**src/rtl/spi_bus_arbiter_if.sv**
```systemverilog
// Signal bundle between the SPI bus arbiter, its requesters and the
// single shared shift engine. The arbiter uses the master view; the
// requesters/engine side (or a bench) uses the slave view.
interface spi_bus_arbiter_if #(
    parameter int N_REQ = 2,
    parameter int DW    = 8
);
    // requester side
    logic [N_REQ-1:0]    req;
    logic [N_REQ-1:0]    byte_valid;
    logic [N_REQ-1:0]    byte_last;
    logic [N_REQ*DW-1:0] wdata;
    logic [N_REQ-1:0]    byte_ready;
    logic [N_REQ-1:0]    rvalid;
    logic [DW-1:0]       rdata;
    logic [N_REQ-1:0]    gnt;
    logic [N_REQ-1:0]    cs_n;
    // shift engine side
    logic                eng_start;
    logic [DW-1:0]       eng_wdata;
    logic                eng_busy;
    logic                eng_done;
    logic [DW-1:0]       eng_rdata;

    modport master (
        input  req, byte_valid, byte_last, wdata,
        input  eng_busy, eng_done, eng_rdata,
        output byte_ready, rvalid, rdata, gnt, cs_n,
        output eng_start, eng_wdata
    );

    modport slave (
        output req, byte_valid, byte_last, wdata,
        output eng_busy, eng_done, eng_rdata,
        input  byte_ready, rvalid, rdata, gnt, cs_n,
        input  eng_start, eng_wdata
    );
endinterface

```
**src/rtl/spi_bus_arbiter.sv**
```systemverilog
// Round-robin arbiter sharing one SPI shift engine among N_REQ requesters.
// A grant covers a whole multi-byte transaction and sequences CS setup,
// byte issue, CS hold and the inter-transaction gap. All outputs registered.
module spi_bus_arbiter #(
    parameter int N_REQ    = 2,
    parameter int DW       = 8,
    parameter int CS_SETUP = 2,
    parameter int CS_HOLD  = 2,
    parameter int IDLE_GAP = 1
) (
    input  logic              clk,
    input  logic              Rst_n,
    spi_bus_arbiter_if.master bus
);
    localparam int IW      = (N_REQ > 1) ? $clog2(N_REQ) : 1;
    localparam int MAX_SH  = (CS_SETUP > CS_HOLD) ? CS_SETUP : CS_HOLD;
    localparam int CNT_MAX = (MAX_SH > IDLE_GAP) ? MAX_SH : IDLE_GAP;
    localparam int CW      = $clog2(CNT_MAX + 1);

    typedef enum logic [2:0] {
        ST_IDLE,
        ST_SETUP,
        ST_ISSUE,
        ST_WAIT,
        ST_HOLD,
        ST_GAP
    } state_t;

    state_t           state;
    logic [CW-1:0]    cnt;
    logic [IW-1:0]    last_gnt;
    logic             last_flag;

    logic [N_REQ-1:0] gnt_q;
    logic [N_REQ-1:0] cs_n_q;
    logic [N_REQ-1:0] byte_ready_q;
    logic [N_REQ-1:0] rvalid_q;
    logic [DW-1:0]    rdata_q;
    logic             eng_start_q;
    logic [DW-1:0]    eng_wdata_q;

    logic             found;
    logic [IW-1:0]    nxt_idx;
    logic [N_REQ-1:0] nxt_mask;
    logic [IW-1:0]    cand;
    logic [DW-1:0]    sel_wdata;
    logic             sel_valid;
    logic             sel_last;
    logic             sel_req;

    assign bus.gnt        = gnt_q;
    assign bus.cs_n       = cs_n_q;
    assign bus.byte_ready = byte_ready_q;
    assign bus.rvalid     = rvalid_q;
    assign bus.rdata      = rdata_q;
    assign bus.eng_start  = eng_start_q;
    assign bus.eng_wdata  = eng_wdata_q;

    // Round-robin search: first requester found upward from last_gnt + 1.
    always_comb begin
        found    = 1'b0;
        nxt_idx  = '0;
        nxt_mask = '0;
        cand     = '0;
        for (int unsigned k = 1; k <= N_REQ; k++) begin
            cand = IW'((32'(last_gnt) + k) % N_REQ);
            if (!found && bus.req[cand]) begin
                found          = 1'b1;
                nxt_idx        = cand;
                nxt_mask       = '0;
                nxt_mask[cand] = 1'b1;
            end
        end
    end

    // Granted requester's inputs, selected through the one-hot grant register.
    always_comb begin
        sel_wdata = '0;
        for (int unsigned i = 0; i < N_REQ; i++) begin
            if (gnt_q[i]) begin
                sel_wdata = bus.wdata[i*DW +: DW];
            end
        end
        sel_valid = |(gnt_q & bus.byte_valid);
        sel_last  = |(gnt_q & bus.byte_last);
        sel_req   = |(gnt_q & bus.req);
    end

    // Transaction sequencer; timed phases end when cnt reaches 1 so each
    // phase lasts exactly its programmed number of cycles.
    always_ff @(posedge clk or negedge Rst_n) begin
        if (!Rst_n) begin
            state        <= ST_IDLE;
            cnt          <= '0;
            last_gnt     <= IW'(N_REQ - 1);
            last_flag    <= 1'b0;
            gnt_q        <= '0;
            cs_n_q       <= '1;
            byte_ready_q <= '0;
            rvalid_q     <= '0;
            rdata_q      <= '0;
            eng_start_q  <= 1'b0;
            eng_wdata_q  <= '0;
        end else begin
            byte_ready_q <= '0;
            rvalid_q     <= '0;
            eng_start_q  <= 1'b0;
            case (state)
                ST_IDLE: begin
                    if (found) begin
                        gnt_q    <= nxt_mask;
                        cs_n_q   <= ~nxt_mask;
                        last_gnt <= nxt_idx;
                        cnt      <= CW'(CS_SETUP);
                        state    <= ST_SETUP;
                    end
                end
                ST_SETUP: begin
                    cnt <= cnt - CW'(1);
                    if (cnt <= CW'(1)) begin
                        state <= ST_ISSUE;
                    end
                end
                ST_ISSUE: begin
                    if (sel_valid && !bus.eng_busy) begin
                        eng_start_q  <= 1'b1;
                        byte_ready_q <= gnt_q;
                        eng_wdata_q  <= sel_wdata;
                        last_flag    <= sel_last;
                        state        <= ST_WAIT;
                    end else if (!sel_req) begin
                        cnt   <= CW'(CS_HOLD);
                        state <= ST_HOLD;
                    end
                end
                ST_WAIT: begin
                    if (bus.eng_done) begin
                        rdata_q  <= bus.eng_rdata;
                        rvalid_q <= gnt_q;
                        if (last_flag) begin
                            cnt   <= CW'(CS_HOLD);
                            state <= ST_HOLD;
                        end else begin
                            state <= ST_ISSUE;
                        end
                    end
                end
                ST_HOLD: begin
                    cnt <= cnt - CW'(1);
                    if (cnt <= CW'(1)) begin
                        cs_n_q <= '1;
                        gnt_q  <= '0;
                        cnt    <= CW'(IDLE_GAP);
                        state  <= ST_GAP;
                    end
                end
                ST_GAP: begin
                    cnt <= cnt - CW'(1);
                    if (cnt <= CW'(1)) begin
                        state <= ST_IDLE;
                    end
                end
                default: begin
                    state <= ST_IDLE;
                end
            endcase
        end
    end
endmodule
```
**src/flat_wrapper.sv**
```systemverilog
// flat-port wrapper written by rule: the top's interface ports become plain ports
module spi_bus_arbiter_flat 
#(
    parameter int N_REQ    = 2,
    parameter int DW       = 8,
    parameter int CS_SETUP = 2,
    parameter int CS_HOLD  = 2,
    parameter int IDLE_GAP = 1
)
  (clk, Rst_n, bus_req, bus_byte_valid, bus_byte_last, bus_wdata, bus_eng_busy, bus_eng_done, bus_eng_rdata, bus_byte_ready, bus_rvalid, bus_rdata, bus_gnt, bus_cs_n, bus_eng_start, bus_eng_wdata);
  spi_bus_arbiter_if #(.N_REQ(N_REQ), .DW(DW)) bus_i ();
  input  logic clk;
  input  logic Rst_n;
  input wire logic [$bits(bus_i.req)-1:0] bus_req;
  input wire logic [$bits(bus_i.byte_valid)-1:0] bus_byte_valid;
  input wire logic [$bits(bus_i.byte_last)-1:0] bus_byte_last;
  input wire logic [$bits(bus_i.wdata)-1:0] bus_wdata;
  input wire logic [$bits(bus_i.eng_busy)-1:0] bus_eng_busy;
  input wire logic [$bits(bus_i.eng_done)-1:0] bus_eng_done;
  input wire logic [$bits(bus_i.eng_rdata)-1:0] bus_eng_rdata;
  output wire logic [$bits(bus_i.byte_ready)-1:0] bus_byte_ready;
  output wire logic [$bits(bus_i.rvalid)-1:0] bus_rvalid;
  output wire logic [$bits(bus_i.rdata)-1:0] bus_rdata;
  output wire logic [$bits(bus_i.gnt)-1:0] bus_gnt;
  output wire logic [$bits(bus_i.cs_n)-1:0] bus_cs_n;
  output wire logic [$bits(bus_i.eng_start)-1:0] bus_eng_start;
  output wire logic [$bits(bus_i.eng_wdata)-1:0] bus_eng_wdata;
  assign bus_i.req = bus_req;
  assign bus_i.byte_valid = bus_byte_valid;
  assign bus_i.byte_last = bus_byte_last;
  assign bus_i.wdata = bus_wdata;
  assign bus_i.eng_busy = bus_eng_busy;
  assign bus_i.eng_done = bus_eng_done;
  assign bus_i.eng_rdata = bus_eng_rdata;
  assign bus_byte_ready = bus_i.byte_ready;
  assign bus_rvalid = bus_i.rvalid;
  assign bus_rdata = bus_i.rdata;
  assign bus_gnt = bus_i.gnt;
  assign bus_cs_n = bus_i.cs_n;
  assign bus_eng_start = bus_i.eng_start;
  assign bus_eng_wdata = bus_i.eng_wdata;
  spi_bus_arbiter #(.N_REQ(N_REQ), .DW(DW), .CS_SETUP(CS_SETUP), .CS_HOLD(CS_HOLD), .IDLE_GAP(IDLE_GAP)) u_core (.clk(clk), .Rst_n(Rst_n), .bus(bus_i));
endmodule
```
**config.mk**
```make
export PLATFORM = sky130hd
export DESIGN_NAME = spi_bus_arbiter_flat
export DESIGN_NICKNAME = d
export VERILOG_FILES = /design/src/rtl/spi_bus_arbiter_if.sv /design/src/rtl/spi_bus_arbiter.sv /design/src/flat_wrapper.sv
export SDC_FILE = /design/constraint.sdc
export NUM_CORES = 1
export LEC_CHECK = 0
export ABC_CLOCK_PERIOD_IN_PS = 1900
export BUFFER_PORTS_ARGS = -buffer_cell sky130_fd_sc_hd__buf_2
export CAP_MARGIN = 30
export CORE_MARGIN = 5
export CORE_UTILIZATION = 45
export CTS_CLUSTER_DIAMETER = 100
export CTS_CLUSTER_SIZE = 30
export DETAILED_ROUTE_END_ITERATION = 10
export PLACE_DENSITY = 0.74
export RECOVER_POWER = 50
export SYNTH_ARGS = -nofsm -noshare
export SYNTH_HDL_FRONTEND = slang
export SYNTH_SLANG_ARGS = --single-unit
```
**constraint.sdc**
```tcl
create_clock -name clk -period 1.9 [get_ports clk]
set_clock_uncertainty 0.15 [all_clocks]
set_input_delay 0.38 -clock clk [delete_from_list [all_inputs] [get_ports clk]]
set_output_delay 0.38 -clock clk [all_outputs]
set_load 0.02 [all_outputs]
```
==> reports/qor.yml <==
port_buffers: 58
io_pins: 59
cp-start-kind: "flip-flop"
finalHoldViolCount: 0
grt_pass1_vias: 1384
fillerInstances: 323
synthArstFlopShare_pct: 100
synth.most_common_cell: "dfrtp_1"
clk_pin_slew_ns: 0.10
clockBufferDepth: 2
r2r-start: "u_core.cnt[1]$_DFFE_PN0P_"
drv_cap: 0
synthesis.nets: 176
drc: 0
synthFlopType: "dfrtp_1"
cts_tree: "yes"
cts_resized: 0
place.gp.congestion: 0.947
required_ns: 1.99
row_count: 21
tightest_slew_ns: 0.801
status: "finished clean"
peakVddDrop_uv: 853
min_from: "bus_req[0]"
critPathLaunch: "u_core.cnt[1]$_DFFE_PN0P_"
clk_latency_ns: 0.33
grt_start_max_net_pins: 33
end_kind: "flip-flop"
cts_root_buf: "clkbuf_4"
hold_class: "in2reg"
maxSlewViolCount: 0
setup_viol: 0
yosys-top-cells-area: "dfrtp_1 46%, mux2_2 5.7%, dfstp_2 5.0%"
arrival_ns: 1.85
regArea_um2: 805
ys_seq_elements: 32
vias_per_cell: 5.28
die_w_um: 69.2
routed-via-count: 1314
cts_buffers: 5
tns_ns: 0
path_cells: "inv_1, ha_1, nor3b_1, o21ai_0, o211ai_1, o31ai_1"
multi_input_area_um2: 693
drtAntennaViolNets: 0
crit_fanout: 5
grt_use_total_pct: 16.8
coreArea_um2: 3360
fin_crit_ns: 1.76
wl_per_cell_um: 15.2
cts_hold_buffers: 1
fin_crit_sh_pct: 92.4
hpwlAfterDp_um: 2880
syn-mean-instance-area_um2: 11.3
netlist.area_leader.share_pct: 46.0
fin_nets: 239
rsz0062_at_grt: "false"
ys_types: 40
drt_wl_total_um: 3790
cpMaxStageDelayCell: "dfrtp_1"
drive_gt1_share_pct: 41.9
antenna_found_initial: 0
ys_top_cells_by_count: "29 x dfrtp_1, 15 x nor2_1, 9 x a21oi_2, 9 x a22oi_1, 8 x mux2_2"
clock_sinks: 32
p_leak_nw: 0.915
die_h_um: 69.2
synth_area_leader_cell: "dfrtp_1"
first_iter_violations: 112
postCtsSetupRepairBufs: 0
slowest_delay_ns: 0.44
die_area_um2: 4790
max_slew_margin_pct: 46.6
crit_buf_inv: 1
crit_family: "compound AO/OA/AOI/OAI gates"
yosys_warnings: 0
crit_type: "reg2reg"
seq_area_frac_synth_pct: 51.0
p_per_area_nw_per_um2: 1680
area_growth_pct: 26.4
cts-htree-levels: 2
synth_cells: 139
synth_edf_count: 0
drt-pass1-iter-count: 4
grt_pass1_wl_um: 6440
clock.fmax_mhz: 570
syn_area_um2: 1580
start_util_pct: 46.9
hold_ws_ns: 0.114
antenna_cells: 0
overflow: 0
## metal layers
layer  wire [um]  vias up  share of wire, %  GRT usage [%]
li1            -      630                 -              -
met1        1440      626                38           19.2
met2        2020       56                53           29.4
met3         298        2               7.9           6.81
met4          21        0              0.55           3.25
met5           0        -                 0              0
## path summary, 6_finish.rpt
path,endpoint,slack [ns],cells past startpoint
max,u_core.state[2]$_DFFE_PN0P_,0.14,6
min,u_core.last_gnt$_DFFE_PN1P_,0.11,2
max reg2reg,u_core.state[2]$_DFFE_PN0P_,0.14,6
min reg2reg,u_core.bus.rdata[5]$_DFFE_PN0P_,0.36,1
max in group asynchronous,u_core.bus.rdata[5]$_DFFE_PN0P_,0.57,2
min in group asynchronous,u_core.cnt[0]$_DFFE_PN0P_,0.51,2
## area by class of cell
cell class	count	area share [%]
clock buffer	7	3.26
tap	46	2.89
multi-input combinational	95	34.8
timing repair buffer	62	16.1
sequential	32	40.4
clock inverter	1	1.51
inverter	6	1.13
## cell usage in the layout (no fill, tap or decap), types with 2 or more instances in the layout
cell type	Yosys	final
a21oi_1	3	3
a21oi_2	9	9
a22o_1	2	2
a22oi_1	9	9
a22oi_2	2	2
and2_1	2	2
buf_2	0	45
buf_4	1	2
clkbuf_1	1	12
clkbuf_4	0	5
clkbuf_8	0	2
dfrtp_1	29	29
dfstp_2	3	3
ha_1	3	3
inv_1	5	5
mux2_2	8	8
nand2_1	6	6
nand3_1	4	4
nor2_1	15	15
nor3b_1	3	3
o21a_1	2	2
o21ai_0	4	4
o21ai_1	2	2
o22ai_1	2	2
o31ai_1	3	3
## kinds of logic after synthesis
family                     synth area share (%)
buffers and inverters                      5.00
DFF                                        51.0
AOI/OAI and AO/OA                          20.6
muxes                                      5.71
and+or+nand+nor                            15.3
adders and majority gates                  2.38
## stage by stage
step           cells  instance area, um^2  power, mW  util (%)  setup WS [ns]
6_report         249                 1990       3.35      59.3          0.145
5_1_grt          249                 1990       3.61      59.3         0.0151
4_1_cts          249                 2010       3.41      59.7          0.160
3_5_place_dp     240                 1900       2.81      56.6          0.178
3_3_place_gp     240                 1900       2.74      56.6          0.242
2_1_floorplan    139                 1580       2.36         -          0.363
## sequential cells by signal, indices dropped and copies added, names as in the netlist
signal / flops
u_core.bus.rdata: 8
u_core.bus.eng_start: 1
u_core.cnt: 2
u_core.last_flag: 1
u_core.bus.byte_ready: 2
u_core.bus.eng_wdata: 8
u_core.bus.gnt: 2
u_core.bus.cs_n: 2
u_core.bus.rvalid: 2
u_core.state: 3
u_core.last_gnt: 1
## power breakdown
group          total, mW  switching, mW  internal, mW  leakage [nW]
clock              0.585          0.236         0.349        0.0515
sequential          1.25          0.260         0.987         0.392
combinational       1.52          0.892         0.627         0.472
total               3.35           1.39          1.96         0.915
## worst register-to-register path: cells and delay by family, from the launching register on
family          cells  cell delay, ns
flops               1            0.44
simple gates        1            0.06
buf+inv             1            0.12
fa+ha+maj           1            0.20
compound gates      3            0.71
Power figures use the tool's default switching activity.
